## src/rtl/uart_tx_arb_pkg.sv

```systemverilog
// ----------------------------------------------------------------------------
// uart_tx_arb_pkg
// Shared types and width helpers for the UART TX write-port arbiter.
//   arb_state_t : arbiter FSM state (IDLE / LOCKED)
//   arb_id_w    : width of a requester index for a given requester count
//   arb_cnt_w   : width of the per-grant byte counter for a given burst limit
// ----------------------------------------------------------------------------
package uart_tx_arb_pkg;

  typedef enum logic {
    ARB_IDLE   = 1'b0,
    ARB_LOCKED = 1'b1
  } arb_state_t;

  localparam int ARB_NUM_REQ_MIN = 2;
  localparam int ARB_NUM_REQ_MAX = 8;

  function automatic int arb_id_w(input int num_req);
    return (num_req > 1) ? $clog2(num_req) : 1;
  endfunction

  // The counter only has to reach MAX_BURST-1; with no limit it just wraps.
  function automatic int arb_cnt_w(input int max_burst);
    return (max_burst > 1) ? $clog2(max_burst) : 1;
  endfunction

endpackage

```

## src/rtl/uart_rr_picker.sv

```systemverilog
// ----------------------------------------------------------------------------
// uart_rr_picker
// Combinational round-robin pick: first set bit of req, searching from
// rr_ptr+1 upward and wrapping modulo NUM_REQ (rr_ptr itself is tried last).
// Ports:
//   req     in  NUM_REQ  request vector
//   rr_ptr  in  ID_W     index of the most recent winner
//   pick    out ID_W     winning index (0 when any_req=0)
//   any_req out 1        at least one request present
// ----------------------------------------------------------------------------
module uart_rr_picker
  import uart_tx_arb_pkg::*;
#(
  parameter int NUM_REQ = 4,
  parameter int ID_W    = arb_id_w(NUM_REQ)
) (
  input  logic [NUM_REQ-1:0] req,
  input  logic [ID_W-1:0]    rr_ptr,
  output logic [ID_W-1:0]    pick,
  output logic               any_req
);

  always_comb begin
    logic [ID_W-1:0] idx;
    idx     = '0;
    pick    = '0;
    any_req = 1'b0;
    for (int k = 1; k <= NUM_REQ; k++) begin
      idx = ID_W'((32'(rr_ptr) + 32'(k)) % 32'(NUM_REQ));
      if (!any_req && req[idx]) begin
        any_req = 1'b1;
        pick    = idx;
      end
    end
  end

endmodule

```

## src/rtl/uart_tx_arbiter.sv

```systemverilog
// ----------------------------------------------------------------------------
// uart_tx_arbiter
// Shares the UART TX FIFO write port between NUM_REQ byte-stream requesters.
// Round-robin grant, held for a whole packet (until req_last) or until
// MAX_BURST bytes have moved (0 = no limit). One IDLE cycle separates grants.
// Ports:
//   clk        in   1                system clock
//   reset      in   1                asynchronous active-high reset
//   req_valid  in   NUM_REQ          per-requester byte valid
//   req_data   in   NUM_REQ*DATA_W   requester i at [i*DATA_W +: DATA_W]
//   req_last   in   NUM_REQ          last byte of packet (on accepted beats)
//   req_ready  out  NUM_REQ          byte accepted this cycle (one-hot/zero)
//   d_in       out  DATA_W           byte to UART TX FIFO
//   wr_en      out  1                UART TX FIFO write strobe
//   tx_full    in   1                UART TX FIFO full
//   grant_id   out  $clog2(NUM_REQ)  current / most recent owner
//   busy       out  1                a requester holds the grant
//
// state      | meaning
// ARB_IDLE   | no owner; pick next requester, no byte moves
// ARB_LOCKED | grant_id owns the port; bytes pass when valid & ~tx_full
// ----------------------------------------------------------------------------
module uart_tx_arbiter
  import uart_tx_arb_pkg::*;
#(
  parameter int NUM_REQ   = 4,
  parameter int DATA_W    = 8,
  parameter int MAX_BURST = 16
) (
  input  logic                         clk,
  input  logic                         reset,
  input  logic [NUM_REQ-1:0]           req_valid,
  input  logic [NUM_REQ*DATA_W-1:0]    req_data,
  input  logic [NUM_REQ-1:0]           req_last,
  output logic [NUM_REQ-1:0]           req_ready,
  output logic [DATA_W-1:0]            d_in,
  output logic                         wr_en,
  input  logic                         tx_full,
  output logic [$clog2(NUM_REQ)-1:0]   grant_id,
  output logic                         busy
);

  localparam int ID_W  = $clog2(NUM_REQ);
  localparam int CNT_W = arb_cnt_w(MAX_BURST);

  localparam logic [CNT_W-1:0] BURST_TC = CNT_W'((MAX_BURST > 0) ? MAX_BURST - 1 : 0);
  // Reset pointer makes requester 0 the first winner after reset.
  localparam logic [ID_W-1:0]  RR_RST   = ID_W'(NUM_REQ - 1);

  arb_state_t         state, state_next;
  logic [ID_W-1:0]    grant_id_next;
  logic [ID_W-1:0]    rr_ptr, rr_ptr_next;
  logic [CNT_W-1:0]   burst_cnt, burst_cnt_next;
  logic [ID_W-1:0]    pick;
  logic               any_req;
  logic               accept;
  logic               burst_done;
  logic               owner_valid;
  logic               owner_last;
  logic [DATA_W-1:0]  owner_data;

  uart_rr_picker #(
    .NUM_REQ (NUM_REQ),
    .ID_W    (ID_W)
  ) u_picker (
    .req     (req_valid),
    .rr_ptr  (rr_ptr),
    .pick    (pick),
    .any_req (any_req)
  );

  assign owner_valid = req_valid[grant_id];
  assign owner_last  = req_last[grant_id];
  assign owner_data  = req_data[grant_id*DATA_W +: DATA_W];
  assign busy        = (state == ARB_LOCKED);

  always_ff @(posedge clk or posedge reset) begin
    if (reset) begin
      state     <= ARB_IDLE;
      grant_id  <= '0;
      rr_ptr    <= RR_RST;
      burst_cnt <= '0;
    end else begin
      state     <= state_next;
      grant_id  <= grant_id_next;
      rr_ptr    <= rr_ptr_next;
      burst_cnt <= burst_cnt_next;
    end
  end

  always_comb begin
    state_next     = state;
    grant_id_next  = grant_id;
    rr_ptr_next    = rr_ptr;
    burst_cnt_next = burst_cnt;
    accept         = 1'b0;
    burst_done     = 1'b0;
    req_ready      = '0;
    wr_en          = 1'b0;
    d_in           = '0;

    case (state)
      ARB_IDLE: begin
        if (any_req) begin
          state_next     = ARB_LOCKED;
          grant_id_next  = pick;
          rr_ptr_next    = pick;
          burst_cnt_next = '0;
        end
      end

      ARB_LOCKED: begin
        d_in       = owner_data;
        // Non-owner valids and an idle owner simply leave the grant parked.
        accept     = owner_valid & ~tx_full;
        burst_done = (MAX_BURST != 0) && (burst_cnt == BURST_TC);
        if (accept) begin
          req_ready[grant_id] = 1'b1;
          wr_en               = 1'b1;
          burst_cnt_next      = burst_cnt + 1'b1;
          if (owner_last || burst_done) begin
            state_next = ARB_IDLE;
          end
        end
      end

      default: state_next = ARB_IDLE;
    endcase
  end

endmodule

```

## config.mk

```make
export PLATFORM = sky130hd
export DESIGN_NAME = uart_tx_arbiter
export DESIGN_NICKNAME = d
export VERILOG_FILES = /design/src/rtl/uart_tx_arb_pkg.sv /design/src/rtl/uart_rr_picker.sv /design/src/rtl/uart_tx_arbiter.sv
export SDC_FILE = /design/constraint.sdc
export NUM_CORES = 1
export LEC_CHECK = 0
export BUFFER_PORTS_ARGS = -buffer_cell sky130_fd_sc_hd__buf_2
export CORE_MARGIN = 2
export CORE_UTILIZATION = 44
export DETAILED_ROUTE_END_ITERATION = 16
export PLACE_DENSITY = 0.86
export SETUP_SLACK_MARGIN = 0.2
export SYNTH_ARGS = -nofsm -noshare
export SYNTH_HDL_FRONTEND = slang
export SYNTH_SLANG_ARGS = --single-unit
```

## constraint.sdc

```tcl
create_clock -name clk -period 2.46 [get_ports clk]
set_input_delay 0.246 -clock clk [delete_from_list [all_inputs] [get_ports clk]]
set_output_delay 0.246 -clock clk [all_outputs]
set_load 0.05 [all_outputs]
```

==> flow_summary.toml, run 1 <==
[drt]
post_drt_wl_per_cell_um = 13.5
drt_wl_total_mm = 2.25
post-route-drc-count = 0
dr.pass1.iters = 4
via_per_inst = 5.23
drt_iter0_markers = 10
dr_total_vias = 873
drtAntennaViolNets = 0

[clock_tree]
cts_num_sinks = 9
clk_latency_ns = 0.26
h-tree-depth = 1
cts_tree = "done"
clockBufferDepth = 2
clk_pin_slew_ns = 0.06
cts_root_buffer = "clkbuf_4"
cts_made_buffers = 3
post_cts_buffers = 0

[worst_setup_path]
r2r_end = "burst_cnt[2]"
rrSetupSlack_ns = 0.79
criticalPathCategory = "flop to output pin"
start_kind = "flop"
timing.rr.start = "busy"
critPathArrivalTime_ns = 1.85
crit_path_cell_trace = "or3b_1 -> a2bb2oi_4 -> inv_1 -> buf_2"
cp_max_fo = 15
path_delay_family = "flip-flops"
setup.worst_path.end_class = "output pin"
critical_path.slowest_cell = "dfrtp_1"
cp.required_ns = 2.21
slowest_delay_ns = 0.54
rr_worst_depth = 4
cp_num_buf_inv = 2

[timing]
tightest_slew_ns = 0.492
hold_violations = 0
rsz0062_at_grt = "no"
hold_slack_ns = 0.346
finalClockSkew_ns = 0.00663
finalSetupViolCount = 0
fin_crit_ns = 2.09
fin_tns_setup_ns = 0
maxSlewViolCount = 0
fin_crit_sh = 0.850
slew_headroom = 0.669
fmax_mhz = 478

[min_path]
min_delay_path_depth = 4
hp-class = "primary input to flop"
hold_path_end = "grant_id[0]"
hp-start = "req_valid[2]"

[pwr]
p_int_uw = 726
p_seq_frac = 0.185
comb_power_share = 0.742
peakVddDrop_mv = 0.669
p_total_mw = 1.59
p_switching_uw = 863
p_leak_nw = 0.629
clock_power_share = 0.072
swShare = 0.543
power_density_mw_per_mm2 = 1310

[run]
drv_cap = 0

[placement]
dp_hpwl_mm = 1.91
io_buffers = 58
place_area_mm2 = 0.00117
gp_congestion = 0.806

[synth]
ys_seq_elements = 9
synthArstFlopShare = 1.00
syn_area_um2 = 848
synthesis.nets = 125
ys_seq_area_frac = 0.268
synth_edf_count = 0
synth_cells = 81
avgSynthCellArea_um2 = 10.5
synth_cell_types = 31
yosysWarnings = 0
ys.flop_type = "dfrtp_1"

[global_route]
grt_max_degree = 16
grt_use_total = 0.195
overflow = 0
first_global_vias = 793
antenna_found_initial = 0
grt_pass1_wl_mm = 3.12

[die]
fp.dieW_um = 47.9
initial_core_util = 0.481
dieArea_mm2 = 0.00230
io_pins = 59
core_area_mm2 = 0.00176
rows = 15
dieHeight_um = 47.9

[final_layout]
final_layout_size_suffix_gt1_frac = 0.577
fin_area_mm2 = 0.00121
syn_to_final_growth_pct = 42.6
nFillCells = 166
fin_nets = 187
regArea_um2 = 228
final_cell_mix = "buf_2, mux4_2, and2_1"
final_common_cell = "buf_2"
multiInputGateArea_um2 = 583
diodes = 0

[outcome]
status = "finished, final reports clean"
-- worst register-to-register path, cell delays in order (launching register included) --
cell and delay [ns]:
dfrtp_1 0.54, or3b_1 0.49, a2bb2oi_4 0.22, mux2i_1 0.13, a21o_1 0.18
-- layout make-up --
type | count | share of cell area
multi-input combinational | 62 | 0.482
inverter | 5 | 0.0155
timing repair buffer | 62 | 0.267
clock buffer | 4 | 0.0217
sequential | 9 | 0.188
tap | 25 | 0.0259
-- cell families after synthesis --
logic type	synth area share
XOR/XNOR	0.0103
flip-flops	0.268
adder cells (fa/ha/maj)	0.0147
AO/OA/AOI/OAI	0.134
AND/OR/NAND/NOR	0.209
buffers and inverters	0.0561
multiplexers	0.307
-- per-stage QoR --
stage / setup slack [ns] / utilization / instances
finish: 0.368 / 0.686 / 167
global route: 0.279 / 0.686 / 167
CTS: 0.359 / 0.686 / 167
detailed placement: 0.651 / 0.665 / 162
global placement: 0.712 / 0.665 / 162
floorplan: 0.298 / - / 81
-- cells in the mapped netlist (3+ instances only) --
cell type  number  area (um^2)
dfrtp_1         7          175
nand3_1         4         20.0
and2_1          8         50.1
o21ai_0         5         25.0
mux4_2          9          203
nor3b_1         3         22.5
inv_1           5         18.8
a21o_1          3         22.5
nand2_1         4         15.0
nor2_1          6         22.5
-- flip-flops by register name, indices dropped and copies added, names as in the netlist --
name	flops
grant_id	2
busy	1
rr_ptr	2
burst_cnt	4
-- routing by layer --
layer,vias to the layer above,wire length [um],track usage
li1,425,-,-
met5,-,0,0
met2,41,1160,0.381
met3,7,269,0.0453
met1,400,765,0.185
met4,0,60,0.0973
-- repair_timing --
item	CTS	global route
hold endpoints to repair	7	0
gates resized for setup	0	0
hold buffers	1	0
-- power groups by stage --
stage               clock, mW  sequential [mW]  combinational, mW
finish                  0.115            0.294               1.18
global route            0.127            0.301               1.25
CTS                     0.120            0.292               1.19
detailed placement          0            0.294               1.18
global placement            0            0.290               1.16
floorplan                   0            0.352              0.888
-- worst max-delay path by stage --
stage,depth (start not counted),startpoint,to,slack [ns]
finish,4,busy,wr_en,0.37
detailed placement,4,busy,wr_en,0.65
global placement,4,busy,wr_en,0.71
global route,4,busy,wr_en,0.28
floorplan,4,grant_id[0],d_in[2],0.30
CTS,4,busy,wr_en,0.36
No activity file was read; power rests on OpenSTA's default activity.
==> run 2: changes to the inputs <==
--- a/config.mk
+++ b/config.mk
@@ -10,7 +10,7 @@
 export CORE_UTILIZATION = 44
 export DETAILED_ROUTE_END_ITERATION = 16
 export PLACE_DENSITY = 0.86
-export SETUP_SLACK_MARGIN = 0.2
+export SETUP_SLACK_MARGIN = 0.4
 export SYNTH_ARGS = -nofsm -noshare
 export SYNTH_HDL_FRONTEND = slang
 export SYNTH_SLANG_ARGS = --single-unit
==> run 2 against run 1 <==
Effect of this change:
- utilization up 3.4 points
- cell count rose by 3.0%
- hold slack worse by 0.014 ns
- combinational power is essentially flat
- non-clock buffer count rose by 5
- cell area grew 5.0%
- clock power barely moved
- critical endpoint is now d_in[7]
- largest cell class unchanged
- largest power group unchanged
==> flow_summary.toml, run 2 (synthesis gave the netlist of run 1 again) <==
[global_route]
grt_use_total = 0.181
grt_pass1_wl_mm = 2.95
first_global_vias = 761
overflow = 0
antenna_found_initial = 0
grt_max_degree = 18

[placement]
dp_hpwl_mm = 1.78
io_buffers = 58
dp.cells = 159
gp_congestion = 0.861
dp_slack_ns = 0.600
place_area_mm2 = 0.00115

[timing]
fin_tns_setup_ns = 0
finalSetupViolCount = 0
setup_slack_ns = 0.438
fin_crit_ns = 2.02
finalClockSkew_ns = 0.0105
hold_violations = 0
tightest_slew_ns = 0.416
maxSlewViolCount = 0
slew_headroom = 0.720
fmax_mhz = 495
rsz0062_at_grt = "no"
fin_crit_sh = 0.822

[worst_setup_path]
r2r_end = "burst_cnt[2]"
setup.worst_path.end_class = "output pin"
start_kind = "flop"
timing.rr.start = "grant_id[1]"
rr_worst_depth = 5
critPathArrivalTime_ns = 1.78
rrSetupSlack_ns = 0.70
criticalPathCategory = "flop to output pin"
cp.required_ns = 2.21
cp_max_fo = 8
critPathLaunch = "grant_id[0]"

[clock_tree]
h-tree-depth = 1
cts_root_buffer = "clkbuf_4"
clockBufferDepth = 2
clk_pin_slew_ns = 0.07
clk_latency_ns = 0.27
cts_tree = "done"
cts_num_sinks = 9
cts_made_buffers = 3

[final_layout]
syn_to_final_growth_pct = 49.7
multiInputGateArea_um2 = 583
diodes = 0
nFillCells = 137
top_regs = "burst_cnt (4), grant_id (2), rr_ptr (2)"
largest_register = "burst_cnt"
fin_nets = 192
final_common_cell = "buf_2"
final_layout_size_suffix_gt1_frac = 0.619
regArea_um2 = 234
fin_area_mm2 = 0.00127
final_cell_mix = "buf_2, mux4_2, and2_1, buf_4, nor2_1"
largest_register_ffs = 4
final_cell_count_no_fill = 172

[min_path]
min_delay_path_depth = 4
hp-class = "primary input to flop"
hold_path_end = "grant_id[0]"
hp-start = "req_valid[2]"

[drt]
drt_wl_total_mm = 2.30
dr.pass1.iters = 4
via_per_inst = 5.29
drtAntennaViolNets = 0
drt_iter0_markers = 14
post-route-drc-count = 0
post_drt_wl_per_cell_um = 13.3
dr_total_vias = 910

[outcome]
status = "finished, final reports clean"

[pwr]
p_leak_nw = 0.658
power_density_mw_per_mm2 = 1320
peakVddDrop_mv = 0.777

[die]
rows = 15
initial_core_util = 0.481
io_pins = 59
dieArea_mm2 = 0.00230
fp.dieW_um = 47.9
dieHeight_um = 47.9
core_area_mm2 = 0.00176

[run]
drv_cap = 0
[run 2: changes by cell type in the layout (fill, tap and decap cells not counted), sizes merged]
cell	delta
clkbuf	-1
clkinv	+1
buf	+5
[run 2: critical path, stage by stage (launching register included)]
cell	delay [ns]
dfrtp_4	0.47
buf_4	0.18
mux4_2	0.49
and2_1	0.16
buf_2	0.20
[run 2: worst max-delay path by stage]
| stage | end | slack, ns |
|---|---|---|
| 2_1_floorplan | req_ready[1] | 0.39 |
| 3_3_place_gp | wr_en | 0.65 |
| 3_5_place_dp | wr_en | 0.60 |
| 4_1_cts | wr_en | 0.41 |
| 5_1_grt | req_ready[1] | 0.37 |
| 6_report | d_in[7] | 0.44 |
[run 2: repair_timing]
| action | CTS | global route |
|---|---|---|
| gates resized for setup | 4 | 1 |
| setup buffers | 0 | 8 |
| pin swaps | 0 | 1 |
| endpoints found under the setup margin | 9 | 9 |
| hold endpoints to repair | 7 | 0 |
| hold buffers | 1 | 0 |
[run 2: power breakdown]
part           internal [mW]  switching, mW
clock                 0.0601         0.0563
sequential             0.234          0.110
combinational          0.503          0.708
total                  0.798          0.875
[run 2: routing by layer]
layer / wire length [um] / global-route usage / up-vias
li1: - / - / 431
met1: 833 / 0.189 / 423
met2: 1140 / 0.333 / 51
met3: 269 / 0.0604 / 5
met4: 53 / 0.0649 / 0
met5: 0 / 0 / -
[run 2: through the flow]
step                utilization  power [mW]  hold slack, ns
floorplan                     -        1.24          0.0724
global placement          0.653        1.41           0.204
detailed placement        0.653        1.43           0.210
CTS                       0.679        1.56           0.328
global route              0.720        1.79           0.363
finish                    0.720        1.67           0.332
[run 2: cell type report]
cell class,instances,area share
Clock buffer,3,0.0177
Clock inverter,1,0.00394
Inverter,5,0.0148
Multi-Input combinational cell,62,0.459
Sequential cell,9,0.184
Tap cell,25,0.0246
Timing Repair Buffer,67,0.296
==> run 3: changes to the inputs <==
--- a/config.mk
+++ b/config.mk
@@ -7,9 +7,9 @@
 export LEC_CHECK = 0
 export BUFFER_PORTS_ARGS = -buffer_cell sky130_fd_sc_hd__buf_2
 export CORE_MARGIN = 2
-export CORE_UTILIZATION = 44
+export CORE_UTILIZATION = 37
 export DETAILED_ROUTE_END_ITERATION = 16
-export PLACE_DENSITY = 0.86
+export PLACE_DENSITY = 0.77
 export SETUP_SLACK_MARGIN = 0.4
 export SYNTH_ARGS = -nofsm -noshare
 export SYNTH_HDL_FRONTEND = slang
==> constraint.sdc (replaced) <==
create_clock -name clk -period 1.7 [get_ports clk]
set_input_delay 0.17 -clock clk [delete_from_list [all_inputs] [get_ports clk]]
set_output_delay 0.17 -clock clk [all_outputs]
set_load 0.05 [all_outputs]
==> run 3 against run 2 <==
Effect of this change:
- the run now ends with setup timing left
- first-iteration DRC count increased by 50%
- non-clock buffer count grew 12
- wire length grew 44%
- via count rose by 7.8%
- sequential power rose by 33%
- worst setup slack got worse by 0.63 ns
- register-to-register slack got worse by 0.84 ns
- combinational power rose by 130%
- critical path depth is the same
- critical path type unchanged
- critical endpoint is now d_in[5]
==> flow_summary.toml, run 3 (synthesis gave the netlist of run 1 again) <==
[die]
dieArea_mm2 = 0.00269
dieHeight_um = 51.9
rows = 17
core_area_mm2 = 0.00219
io_pins = 59
initial_core_util = 0.387
fp.dieW_um = 51.9

[timing]
rsz0062_at_grt = "yes"
tightest_slew_ns = 0.904
hold_violations = 0
setup_slack_ns = -0.196
fmax_mhz = 527
fin_crit_ns = 1.90
maxSlewViolCount = 0
fin_tns_setup_ns = -1.98
finalClockSkew_ns = 0.0118
fin_crit_sh = 1.12
finalSetupViolCount = 17
hold_slack_ns = 0.270
slew_headroom = 0.392

[clock_tree]
cts_tree = "done"
cts_root_buffer = "clkbuf_4"
clockBufferDepth = 2
cts_made_buffers = 3
clk_latency_ns = 0.28
clk_pin_slew_ns = 0.07
h-tree-depth = 1
cts_num_sinks = 9

[placement]
dp_hpwl_mm = 1.85
gp_congestion = 0.714
io_buffers = 58
dp.cells = 170

[worst_setup_path]
setup.worst_path.end_class = "output pin"
critPathArrivalTime_ns = 1.73
crit_path_cell_trace = "buf_4 -> mux4_2 -> and2_4 -> buf_6"
critical_path.slowest_cell = "dfrtp_4"
start_kind = "flop"
criticalPathCategory = "flop to output pin"
slowest_delay_ns = 0.52
cp.required_ns = 1.53
cp_max_fo = 3

[drt]
drtAntennaViolNets = 0
dr.pass1.iters = 4
drt_wl_total_mm = 3.30
via_per_inst = 5.25
dr_total_vias = 981
post-route-drc-count = 0
drt_iter0_markers = 21
post_drt_wl_per_cell_um = 17.6

[global_route]
antenna_found_initial = 0
grt_use_total = 0.225
grt_max_degree = 14
grt_pass1_wl_mm = 4.28
overflow = 0
first_global_vias = 907

[final_layout]
diodes = 0
largest_register_ffs = 4
final_cell_mix = "buf_2, buf_6, buf_8"
top_regs = "burst_cnt (4), grant_id (2), rr_ptr (2)"
final_layout_size_suffix_gt1_frac = 0.774
largest_register = "burst_cnt"
final_common_cell = "buf_2"
final_cell_count_no_fill = 187
syn_to_final_growth_pct = 94.7
fin_nets = 204
nFillCells = 123

[run]
drv_cap = 0

[pwr]
p_total_mw = 3.39
power_density_mw_per_mm2 = 2060
p_leak_nw = 0.811
peakVddDrop_mv = 1.47

[outcome]
violations = "setup timing"
status = "complete, but fails checks"

[min_path]
hp-class = "primary input to flop"
run 3: cell types whose count changed in the layout (fill, tap and decap cells not counted), moves of 8 or more:
cell    before  now
buf_8        0   12
buf_2       57   43
and2_1       8    0
and2_4       0    8
buf_6        0   16
run 3: path summary, 6_finish.rpt:
| check | start | end | slack [ns] | cells after the start |
|---|---|---|---|---|
| max reg2reg | grant_id[0] | burst_cnt[2] | -0.14 | 8 |
| max in group asynchronous | reset | rr_ptr[0] | 1.02 | 3 |
| min in group asynchronous | reset | grant_id[0] | 0.37 | 3 |
| min | req_valid[2] | grant_id[0] | 0.27 | 4 |
| max | grant_id[0] | d_in[5] | -0.20 | 4 |
| min reg2reg | burst_cnt[0] | burst_cnt[0] | 0.52 | 1 |
run 3: cell type report:
| type | instances | area [um^2] | area share |
|---|---|---|---|
| well taps | 28 | 35.0 | 0.0212 |
| inverters | 5 | 18.8 | 0.0114 |
| multi-input cells | 62 | 674 | 0.408 |
| flip-flops and latches | 9 | 234 | 0.142 |
| clock buffers | 4 | 26.3 | 0.0159 |
| repair buffers | 79 | 663 | 0.402 |
run 3: power by group:
part | switching [mW] | internal, mW | total [mW]
Sequential | 0.120 | 0.339 | 0.459
Clock | 0.0908 | 0.0911 | 0.182
Combinational | 1.34 | 1.41 | 2.75
Total | 1.55 | 1.84 | 3.39
run 3: per-layer routing:
metal / part of all wire / track usage
met1: 0.40 / 0.271
met2: 0.51 / 0.382
met3: 0.068 / 0.0546
met4: 0.022 / 0.0921
met5: 0 / 0
run 3: through the flow:
| stage | cell area [um^2] | util | worst slack [ns] |
|---|---|---|---|
| 2_1_floorplan | 917 | - | -0.144 |
| 3_3_place_gp | 1270 | 0.578 | -0.0191 |
| 3_5_place_dp | 1270 | 0.578 | -0.0591 |
| 4_1_cts | 1500 | 0.685 | -0.113 |
| 5_1_grt | 1650 | 0.754 | -0.221 |
| 6_report | 1650 | 0.754 | -0.196 |
run 3: worst max-delay path: cells and delay by family (launching register included):
family,cells,cell delay (ns)
simple gates,1,0.18
buf+inv,2,0.30
mux,1,0.43
flops,1,0.52
run 3: repair_timing:
action,in CTS,in global routing
hold buffers,1,0
setup buffers,6,6
pin swaps,7,11
resized for setup,45,26
endpoints found under the setup margin,19,22
hold endpoints to repair,7,0
